--- config.mk ---
export PLATFORM = sky130hd
export DESIGN_NAME = bat_mem_arbiter
export DESIGN_NICKNAME = d
export VERILOG_FILES = /design/src/rtl/bat_amateur_pkg.sv /design/src/rtl/bat_arb_pick.sv /design/src/rtl/bat_mem_arbiter.sv
export SDC_FILE = /design/constraint.sdc
export NUM_CORES = 1
export LEC_CHECK = 0
export ABC_CLOCK_PERIOD_IN_PS = 1800
export CORE_AREA = 5 5 70 135
export DETAILED_ROUTE_END_ITERATION = 10
export DIE_AREA = 0 0 75 140
export PLACE_DENSITY_LB_ADDON = 0.15
export SLEW_MARGIN = 40
export SYNTH_ARGS = -nofsm -noshare
export SYNTH_HDL_FRONTEND = slang
export SYNTH_SLANG_ARGS = --single-unit
--- constraint.sdc ---
create_clock -name CLK -period 1.8 [get_ports CLK]
set_input_delay 0.27 -clock CLK [delete_from_list [all_inputs] [get_ports CLK]]
set_output_delay 0.27 -clock CLK [all_outputs]
set_load 0.03 [all_outputs]
--- src/rtl/bat_amateur_pkg.sv ---
// Shared types and constants for the bat_amateur RAM arbiter slice.
package bat_amateur_pkg;

    localparam int BAT_ADDRESS_WIDTH = 16;
    localparam int BAT_DATA_WIDTH    = 16;

    typedef enum logic [1:0] {
        ARB_IDLE,
        ARB_ACC,
        ARB_RESP
    } arb_state_t;

    typedef enum logic {
        OWN_CPU,
        OWN_LDR
    } owner_t;

endpackage

--- src/rtl/bat_arb_pick.sv ---
// Combinational winner selection between CPU and loader.
// Build option: ARB_ROUND_ROBIN_EN selects alternating arbitration instead of
// loader priority with the burst starvation guard.
module bat_arb_pick
    import bat_amateur_pkg::*;
(
    input  logic   cpu_req,
    input  logic   ldr_req,
    input  logic   ldr_lock,
    input  logic   burst_full,
    input  owner_t last_owner,
    output logic   grant,
    output owner_t winner
);

    logic unused_pick;

`ifdef ARB_ROUND_ROBIN_EN
    // Lock and burst state play no part in alternating arbitration.
    assign unused_pick = ldr_lock ^ burst_full;

    // Contention goes to whoever did not win last time.
    always_comb begin
        grant  = cpu_req | ldr_req;
        winner = OWN_LDR;
        if (cpu_req && ldr_req) begin
            winner = (last_owner == OWN_LDR) ? OWN_CPU : OWN_LDR;
        end else if (cpu_req) begin
            winner = OWN_CPU;
        end
    end
`else
    // Lock only matters through the burst counter kept by the parent.
    assign unused_pick = ldr_lock ^ (last_owner == OWN_LDR);

    // Loader wins contention unless its locked burst has hit the limit.
    always_comb begin
        grant  = cpu_req | ldr_req;
        winner = OWN_LDR;
        if (cpu_req && (!ldr_req || burst_full)) begin
            winner = OWN_CPU;
        end
    end
`endif

endmodule

--- src/rtl/bat_mem_arbiter.sv ---
// Single-port RAM arbiter between the bat_amateur CPU and the loader/DMA port.
// Every access runs IDLE/RESP (arbitrate) -> ACC (RAM strobe) -> RESP (ack).
// Build option: ARB_ROUND_ROBIN_EN (see bat_arb_pick).
module bat_mem_arbiter
    import bat_amateur_pkg::*;
#(
    parameter int ADDRESS_WIDTH = BAT_ADDRESS_WIDTH,
    parameter int DATA_WIDTH    = BAT_DATA_WIDTH,
    parameter int MAX_BURST     = 8
) (
    input  logic                     CLK,
    input  logic                     RST,
    input  logic                     CPU_REQ,
    input  logic                     CPU_WE,
    input  logic [ADDRESS_WIDTH-1:0] CPU_ADDR,
    input  logic [DATA_WIDTH-1:0]    CPU_WDATA,
    output logic                     CPU_ACK,
    output logic [DATA_WIDTH-1:0]    CPU_RDATA,
    output logic                     CPU_STALL,
    input  logic                     LDR_REQ,
    input  logic                     LDR_WE,
    input  logic [ADDRESS_WIDTH-1:0] LDR_ADDR,
    input  logic [DATA_WIDTH-1:0]    LDR_WDATA,
    input  logic                     LDR_LOCK,
    output logic                     LDR_ACK,
    output logic [DATA_WIDTH-1:0]    LDR_RDATA,
    output logic                     RAM_EN,
    output logic                     RAM_RW,
    output logic [ADDRESS_WIDTH-1:0] RAM_ADDR,
    output logic [DATA_WIDTH-1:0]    RAM_WDATA,
    input  logic [DATA_WIDTH-1:0]    RAM_RDATA
);

    localparam int CNT_W = $clog2(MAX_BURST + 1);
    localparam logic [CNT_W-1:0] BURST_LIMIT = CNT_W'(MAX_BURST);

    arb_state_t              state_q, state_d;
    owner_t                  owner_q, owner_d;
    owner_t                  last_owner_q, last_owner_d;
    logic [CNT_W-1:0]        burst_cnt_q, burst_cnt_d;
    logic                    ram_en_q, ram_en_d;
    logic                    ram_rw_q, ram_rw_d;
    logic [ADDRESS_WIDTH-1:0] ram_addr_q, ram_addr_d;
    logic [DATA_WIDTH-1:0]   ram_wdata_q, ram_wdata_d;
    logic                    cpu_ack_q, cpu_ack_d;
    logic                    ldr_ack_q, ldr_ack_d;
    logic [DATA_WIDTH-1:0]   cpu_rdata_q, cpu_rdata_d;
    logic [DATA_WIDTH-1:0]   ldr_rdata_q, ldr_rdata_d;
    logic                    cpu_stall_q, cpu_stall_d;

    logic   pick_grant;
    owner_t pick_winner;
    logic   burst_full;
    logic   arb_slot;
    logic   take;
    logic   resp_rd;

    assign burst_full = (burst_cnt_q == BURST_LIMIT);
    assign arb_slot   = (state_q != ARB_ACC);
    assign take       = arb_slot & pick_grant;
    assign resp_rd    = (state_q == ARB_RESP) & ~ram_rw_q;

    bat_arb_pick u_pick (
        .cpu_req    (CPU_REQ),
        .ldr_req    (LDR_REQ),
        .ldr_lock   (LDR_LOCK),
        .burst_full (burst_full),
        .last_owner (last_owner_q),
        .grant      (pick_grant),
        .winner     (pick_winner)
    );

    // State register.
    always_ff @(posedge CLK) begin
        if (RST) begin
            state_q <= ARB_IDLE;
        end else begin
            state_q <= state_d;
        end
    end

    // Next state: both IDLE and RESP are arbitration slots.
    always_comb begin
        state_d = state_q;
        unique case (state_q)
            ARB_IDLE, ARB_RESP: state_d = pick_grant ? ARB_ACC : ARB_IDLE;
            ARB_ACC:            state_d = ARB_RESP;
            default:            state_d = ARB_IDLE;
        endcase
    end

    // Grant capture, burst tracking, ack generation and read-data capture.
    always_comb begin
        owner_d      = owner_q;
        last_owner_d = last_owner_q;
        burst_cnt_d  = burst_cnt_q;
        ram_en_d     = 1'b0;
        ram_rw_d     = ram_rw_q;
        ram_addr_d   = ram_addr_q;
        ram_wdata_d  = ram_wdata_q;
        cpu_ack_d    = 1'b0;
        ldr_ack_d    = 1'b0;
        cpu_rdata_d  = cpu_rdata_q;
        ldr_rdata_d  = ldr_rdata_q;

        if (take) begin
            owner_d      = pick_winner;
            last_owner_d = pick_winner;
            ram_en_d     = 1'b1;
            if (pick_winner == OWN_CPU) begin
                ram_rw_d    = CPU_WE;
                ram_addr_d  = CPU_ADDR;
                ram_wdata_d = CPU_WDATA;
                burst_cnt_d = '0;
            end else begin
                ram_rw_d    = LDR_WE;
                ram_addr_d  = LDR_ADDR;
                ram_wdata_d = LDR_WDATA;
                if (!LDR_LOCK) begin
                    burst_cnt_d = '0;
                end else if (CPU_REQ && !burst_full) begin
                    burst_cnt_d = burst_cnt_q + CNT_W'(1);
                end
            end
        end

        if (state_q == ARB_ACC) begin
            cpu_ack_d = (owner_q == OWN_CPU);
            ldr_ack_d = (owner_q == OWN_LDR);
        end

        if (resp_rd) begin
            if (owner_q == OWN_CPU) begin
                cpu_rdata_d = RAM_RDATA;
            end else begin
                ldr_rdata_d = RAM_RDATA;
            end
        end

        cpu_stall_d = CPU_REQ & ~cpu_ack_d;
    end

    // Datapath and output registers.
    always_ff @(posedge CLK) begin
        if (RST) begin
            owner_q      <= OWN_CPU;
            last_owner_q <= OWN_CPU;
            burst_cnt_q  <= '0;
            ram_en_q     <= 1'b0;
            ram_rw_q     <= 1'b0;
            ram_addr_q   <= '0;
            ram_wdata_q  <= '0;
            cpu_ack_q    <= 1'b0;
            ldr_ack_q    <= 1'b0;
            cpu_rdata_q  <= '0;
            ldr_rdata_q  <= '0;
            cpu_stall_q  <= 1'b0;
        end else begin
            owner_q      <= owner_d;
            last_owner_q <= last_owner_d;
            burst_cnt_q  <= burst_cnt_d;
            ram_en_q     <= ram_en_d;
            ram_rw_q     <= ram_rw_d;
            ram_addr_q   <= ram_addr_d;
            ram_wdata_q  <= ram_wdata_d;
            cpu_ack_q    <= cpu_ack_d;
            ldr_ack_q    <= ldr_ack_d;
            cpu_rdata_q  <= cpu_rdata_d;
            ldr_rdata_q  <= ldr_rdata_d;
            cpu_stall_q  <= cpu_stall_d;
        end
    end

    // RAM data only arrives in the RESP cycle, so the ack cycle forwards it
    // straight through; the register holds it from the following cycle on.
    assign CPU_RDATA = (resp_rd && owner_q == OWN_CPU) ? RAM_RDATA : cpu_rdata_q;
    assign LDR_RDATA = (resp_rd && owner_q == OWN_LDR) ? RAM_RDATA : ldr_rdata_q;

    assign CPU_ACK   = cpu_ack_q;
    assign LDR_ACK   = ldr_ack_q;
    assign CPU_STALL = cpu_stall_q;
    assign RAM_EN    = ram_en_q;
    assign RAM_RW    = ram_rw_q;
    assign RAM_ADDR  = ram_addr_q;
    assign RAM_WDATA = ram_wdata_q;

endmodule

==> impl_metrics.py, run 1 <==
metrics = {
    "status": {
        "status": "finished with violations",
        "failed_checks": "setup timing",
    },
    "worst_setup_path": {
        "startpoint_type_of_the_worst_setup_path": "flop",
        "worst_setup_end_kind": "output port",
        "crit_path_max_fanout": 7,
        "worst_ep_required_time_ns": 1.53,
        "critPathArrivalTime_ns": 1.84,
        "start_to_end_type_of_the_worst_setup_path": "reg2out",
    },
    "hold_path": {
        "hold_class": "in2reg",
    },
    "global_routing": {
        "grt_pass1_wl_um": 15400,
        "maximum_number_of_pins_on_one_net_before_global_route_repair": 36,
        "grt_use_total_pct": 18.9,
        "grt_antenna_before_repair": 0,
        "grt_pass1_vias": 3178,
        "grt.overflow.total": 0,
    },
    "die": {
        "row_count": 47,
        "die_area_um2": 10500,
        "core-area_um2": 8290,
        "ioPinCount": 156,
        "initial_core_util_pct": 38.6,
        "die_width_um": 75,
        "dieHeight_um": 140,
    },
    "place": {
        "place_ws_ns": -0.373,
        "dpl.hpwl_um": 6830,
        "dp.cells": 593,
        "gp_congestion": 0.748,
        "placedInstanceArea_um2": 5020,
        "place.port_buffers": 155,
    },
    "finish": {
        "area.growth.synth_to_final_pct": 77.5,
        "nNetsFinal": 611,
        "final_layout_size_suffix_gt1_share_pct": 25.7,
        "layout.area.seq_um2": 1530,
        "most_common_library_cell_in_the_layout_ignoring_fill_and_taps": "clkdlybuf4s50_1",
        "final_design_area_no_fill_um2": 5680,
        "fillCellCount": 649,
        "multiInputGateArea_um2": 1630,
        "diodes": 0,
        "final_cell_mix": "clkdlybuf4s50_1 (121), dfxtp_1 (72), nor2_1 (39), buf_6 (36)",
        "layout.core_utilization_pct": 68.4,
        "layoutNonFillerInstCount": 624,
    },
    "route": {
        "wirelength_um": 9600,
        "topRoutingLayerUsed": "met4",
        "post_drt_wl_per_cell_um": 15.4,
        "met3_wirelength_um": 852,
        "drt_first_pass_iters": 4,
        "m1WireLength_um": 3570,
        "detail-route-antenna-nets": 0,
        "post-route-drc-count": 0,
        "detailroute.via_count": 3047,
        "drt-vias-per-instance": 4.88,
        "routed_length_on_met2_um": 4970,
        "drt_iter0_markers": 121,
    },
    "timing": {
        "fin_setup_tns_ns": -7.59,
        "final_hold_viol_count": 0,
        "timing_max_transition_violations_final": 0,
        "final.setup.worst_slack_ns": -0.310,
        "period_utilization_pct": 117,
        "timing.clock.skew_ns": 0.00614,
        "final_period_minus_worst_setup_slack_ns": 2.11,
        "relSlewSlack_pct": 76.6,
        "peak_clock_frequency_supported_by_timing_mhz": 474,
        "setup_repair_after_global_routing_missed_its_margin": "true",
        "timing.final.setup_violations": 32,
        "worst-slew-pin-transition_ns": 0.349,
    },
    "power_and_ir_drop": {
        "peakVddDrop_v": 0.000773,
        "power_leakage_nw": 2.40,
        "pwr_cell_area_nw_per_um2": 844,
    },
    "cts": {
        "worstSkewPairLatency_ns": 0.33,
        "ctsHoldBuffers": 0,
        "cts.sinks": 76,
        "cts_tree": "built",
        "root_buffer": "clkbuf_16",
        "total_clock_buffers_created_by_cts": 9,
        "cts_buffer_depth": 2,
        "cts.htree.levels": 3,
        "cts.reportedPaths.clkPinSlew_ns": 0.05,
    },
    "logic_synthesis": {
        "unique_cell_type_count_in_the_yosys_netlist": 33,
        "synth_fp_nets": 427,
        "syn-cell-area_um2": 3200,
        "number_of_standard_cells_after_synthesis": 338,
        "seq_area_frac_synth_pct": 47.6,
        "syn_avg_cell_area_um2": 9.46,
        "synth_seq_cells": 76,
        "synth_warnings": 0,
    },
    "run": {
        "max-cap-violations": 0,
    },
}
==> worst max-delay path: stages, from the launching register on <==
cell and delay, ns:
dfxtp_4 0.37, nor4bb_4 0.28, buf_4 0.19, buf_12 0.13
buf_4 0.11, mux2_4 0.30, buf_6 0.14
==> cell type report <==
cell class	instances	share of cell area [%]
well taps	98	2.16
repair buffers	200	36.6
multi-input cells	233	28.7
clock inverters	6	1.41
inverters	2	0.132
clock buffers	9	3.97
flip-flops and latches	76	27.0
==> cells by family after synthesis <==
| group | after synthesis | share of synthesized area, % |
|---|---|---|
| flip-flops | 76 | 47.6 |
| multiplexers | 32 | 12.4 |
| XOR/XNOR | 2 | 0.548 |
| AO/OA/AOI/OAI | 74 | 14.6 |
| AND/OR/NAND/NOR | 123 | 19.3 |
| adder cells (fa/ha/maj) | 2 | 0.783 |
| buffers and inverters | 29 | 4.74 |
==> power by group <==
part	internal [W]	switching, W	total [W]	leakage (nW)
clock network	0.00119	0.000652	0.00185	0.155
registers	0.00179	0.0000538	0.00184	0.625
logic	0.000568	0.000536	0.00110	1.62
==> routing by layer <==
| metal | GRT usage [%] | vias up |
|---|---|---|
| met5 | 0 | - |
| met4 | 7.22 | 0 |
| met3 | 6.03 | 13 |
| met2 | 33.3 | 115 |
| met1 | 19.9 | 1394 |
| li1 | - | 1525 |
==> state kept, by name, summed over array words and instances, names as in the netlist, 2 cells and up <==
register,count
cpu_rdata_q,16
burst_cnt_q,4
RAM_WDATA,16
state_q,2
ldr_rdata_q,16
RAM_ADDR,16
==> worst paths after layout <==
check / start / endpoint / slack [ns] / cells after the start
worst max register to register: owner_q$_SDFFE_PP0P_ / ldr_rdata_q[13]$_SDFFE_PP0P_ / 0.06 / 7
worst min-delay path: RST / ldr_rdata_q[13]$_SDFFE_PP0P_ / 0.33 / 2
worst min register to register: RAM_ADDR[3]$_SDFFE_PP0P_ / RAM_ADDR[3]$_SDFFE_PP0P_ / 0.49 / 2
worst max-delay path: owner_q$_SDFFE_PP0P_ / LDR_RDATA[7] / -0.31 / 6
==> what timing repair did <==
item,4_1_cts,5_1_grt
endpoints found under the setup margin,33,34
pin swaps,1,2
gates resized for setup,197,8
setup buffers,10,5
gates cloned,1,0
==> per-stage QoR <==
stage / power [W] / hold slack, ns
final: 0.00479 / 0.331
after global routing: 0.00502 / 0.338
after CTS: 0.00486 / 0.321
after detailed placement: 0.00293 / 0.491
after global placement: 0.00292 / 0.486
after floorplan: 0.00239 / 0.411
==> synthesized netlist by cell type <==
cell / n / area, um2
nor3b_1: 1 / 7.51
a21oi_1: 35 / 175
a211oi_1: 34 / 255
buf_2: 16 / 80.1
and2_1: 1 / 6.26
o211ai_1: 2 / 15.0
nand2_1: 35 / 131
mux2_4: 10 / 150
and2b_1: 5 / 37.5
buf_8: 1 / 15.0
buf_1: 1 / 3.75
nor3_1: 4 / 20.0
nand4_1: 1 / 6.26
dfxtp_1: 76 / 1520
inv_1: 2 / 7.51
nor4bb_1: 1 / 10.0
xor2_1: 2 / 17.5
nand4b_1: 1 / 8.76
clkbuf_1: 7 / 26.3
and2_2: 1 / 7.51
o21ai_1: 1 / 5.00
nor2b_1: 29 / 181
nor4b_4: 1 / 23.8
a2bb2oi_1: 1 / 8.76
mux2_2: 22 / 248
or4b_1: 1 / 10.0
buf_6: 1 / 11.3
nor2_1: 39 / 146
o21ai_2: 1 / 8.76
ha_1: 2 / 25.0
and3_1: 1 / 6.26
buf_4: 1 / 7.51
nand2b_1: 2 / 12.5
Note: power is estimated with default switching activity, not from simulation.
==> inputs of run 2 (changes only) <==
PLACE_DENSITY = 0.85   (was default)
PLACE_DENSITY_LB_ADDON = default   (was 0.15)
==> impl_metrics.py, run 2 (synthesis results as in run 1) <==
metrics = {
    "timing": {
        "worst_hold_slack_ns": 0.263,
        "period_utilization_pct": 114,
        "relSlewSlack_pct": 74.7,
        "worst-slew-pin-transition_ns": 0.379,
        "timing.final.setup_violations": 32,
        "setup_repair_after_global_routing_missed_its_margin": "true",
        "final.setup.worst_slack_ns": -0.256,
        "timing.clock.skew_ns": 0.00617,
        "timing_max_transition_violations_final": 0,
        "final_period_minus_worst_setup_slack_ns": 2.06,
        "fin_setup_tns_ns": -6.89,
        "final_hold_viol_count": 0,
        "peak_clock_frequency_supported_by_timing_mhz": 486,
    },
    "place": {
        "place_ws_ns": -0.339,
        "gp_congestion": 0.772,
        "place.port_buffers": 155,
        "dpl.hpwl_um": 7470,
        "placedInstanceArea_um2": 5040,
    },
    "cts": {
        "cts_tree": "built",
        "worstSkewPairLatency_ns": 0.32,
        "root_buffer": "clkbuf_16",
        "cts_buffer_depth": 2,
        "total_clock_buffers_created_by_cts": 9,
        "cts.sinks": 76,
        "cts.htree.levels": 3,
        "cts.reportedPaths.clkPinSlew_ns": 0.06,
    },
    "power_and_ir_drop": {
        "power_leakage_nw": 2.34,
        "peakVddDrop_v": 0.000707,
        "pwr_cell_area_nw_per_um2": 872,
    },
    "route": {
        "detail-route-antenna-nets": 0,
        "detailroute.via_count": 3124,
        "post-route-drc-count": 0,
        "post_drt_wl_per_cell_um": 16.5,
        "drt-vias-per-instance": 5.06,
        "wirelength_um": 10200,
        "drt_first_pass_iters": 4,
        "drt_iter0_markers": 106,
    },
    "die": {
        "core-area_um2": 8290,
        "row_count": 47,
        "dieHeight_um": 140,
        "die_width_um": 75,
        "die_area_um2": 10500,
        "initial_core_util_pct": 38.6,
        "ioPinCount": 156,
    },
    "finish": {
        "final_cell_mix": "clkdlybuf4s50_1 (121), dfxtp_1 (72), nor2_1 (39), a21oi_1 (35), nand2_1 (35)",
        "nNetsFinal": 603,
        "fillCellCount": 609,
        "area.growth.synth_to_final_pct": 75.1,
        "diodes": 0,
        "final_design_area_no_fill_um2": 5600,
        "final_layout_size_suffix_gt1_share_pct": 24.5,
        "most_common_library_cell_in_the_layout_ignoring_fill_and_taps": "clkdlybuf4s50_1",
    },
    "worst_setup_path": {
        "worst_path_largest_cell_delay_ns": 0.37,
        "worst_setup_end_kind": "output port",
        "startpoint": "state_q[0]$_SDFF_PP0_",
        "worst_path_most_repeated_cell": "buf_12",
        "critPathArrivalTime_ns": 1.79,
        "crit-reg2reg-launch": "burst_cnt_q[0]$_SDFFE_PP0P_",
        "critical_path.cell_chain": "nor4b_4, buf_4, buf_12, mux2_4, buf_12",
        "start_to_end_type_of_the_worst_setup_path": "reg2out",
        "worst_ep_required_time_ns": 1.53,
        "crit_path_max_fanout": 8,
        "startpoint_type_of_the_worst_setup_path": "flop",
        "critical_path.slowest_cell": "dfxtp_4",
    },
    "run": {
        "max-cap-violations": 0,
    },
    "global_routing": {
        "maximum_number_of_pins_on_one_net_before_global_route_repair": 42,
        "grt_antenna_before_repair": 0,
        "grt_pass1_vias": 3214,
        "grt_use_total_pct": 19.1,
        "grt.overflow.total": 0,
        "grt_pass1_wl_um": 15500,
    },
    "status": {
        "status": "finished with violations",
        "failed_checks": "setup timing",
    },
    "hold_path": {
        "hold_class": "in2reg",
        "min-delay-start": "RST",
    },
}
run 2: cell types whose count changed in the layout (fill, tap and decap cells not counted), moves of 3 or more:
cell / previous run / this run
clkinvlp_4: 0 / 3
clkinv_2: 4 / 1
buf_4: 30 / 27
buf_6: 36 / 33
run 2: metal layers:
metal / part of all wire, % / vias up / GRT usage [%]
li1: - / 1514 / -
met4: 2.4 / 0 / 8.26
met5: 0 / - / 0
met1: 33 / 1466 / 18.2
met2: 56 / 125 / 35.2
met3: 8.7 / 19 / 6.17
run 2: area by class of cell:
class / count / area [um2] / area share (%)
repair buffers: 192 / 1980 / 35.5
multi-input cells: 233 / 1620 / 29.0
flip-flops and latches: 76 / 1530 / 27.4
clock buffers: 10 / 239 / 4.27
well taps: 98 / 123 / 2.19
clock inverters: 6 / 87.6 / 1.56
inverters: 2 / 7.51 / 0.134
run 2: metrics by stage:
step / std cells / util (%) / power, W
2_1_floorplan: 338 / - / 0.00239
3_3_place_gp: 596 / 60.8 / 0.00292
3_5_place_dp: 596 / 60.8 / 0.00295
4_1_cts: 615 / 66.3 / 0.00492
5_1_grt: 617 / 67.5 / 0.00508
6_report: 617 / 67.5 / 0.00488
run 2: worst max-delay path: cells and delay by family (launching register included):
family | cells | cell delay (ns)
buf+inv | 3 | 0.47
flops | 1 | 0.37
mux | 1 | 0.32
simple gates | 1 | 0.29
run 2: final timing paths:
check | endpoint | slack, ns | cells after the start
max | CPU_RDATA[4] | -0.26 | 5
min | owner_q$_SDFFE_PP0P_ | 0.26 | 2
max reg2reg | burst_cnt_q[0]$_SDFFE_PP0P_ | 0.15 | 6
min reg2reg | RAM_ADDR[11]$_SDFFE_PP0P_ | 0.50 | 2
run 2: power breakdown:
group          internal (W)  switching (W)
clock network       0.00125       0.000687
logic              0.000563       0.000543
registers           0.00179      0.0000572
total               0.00360        0.00129
run 2: what timing repair did:
action	4_1_cts	5_1_grt
resized for setup	115	98
setup buffers	3	2
setup endpoints to repair	33	32
gates cloned	0	1
pin swaps	1	2
hold buffers	0	0
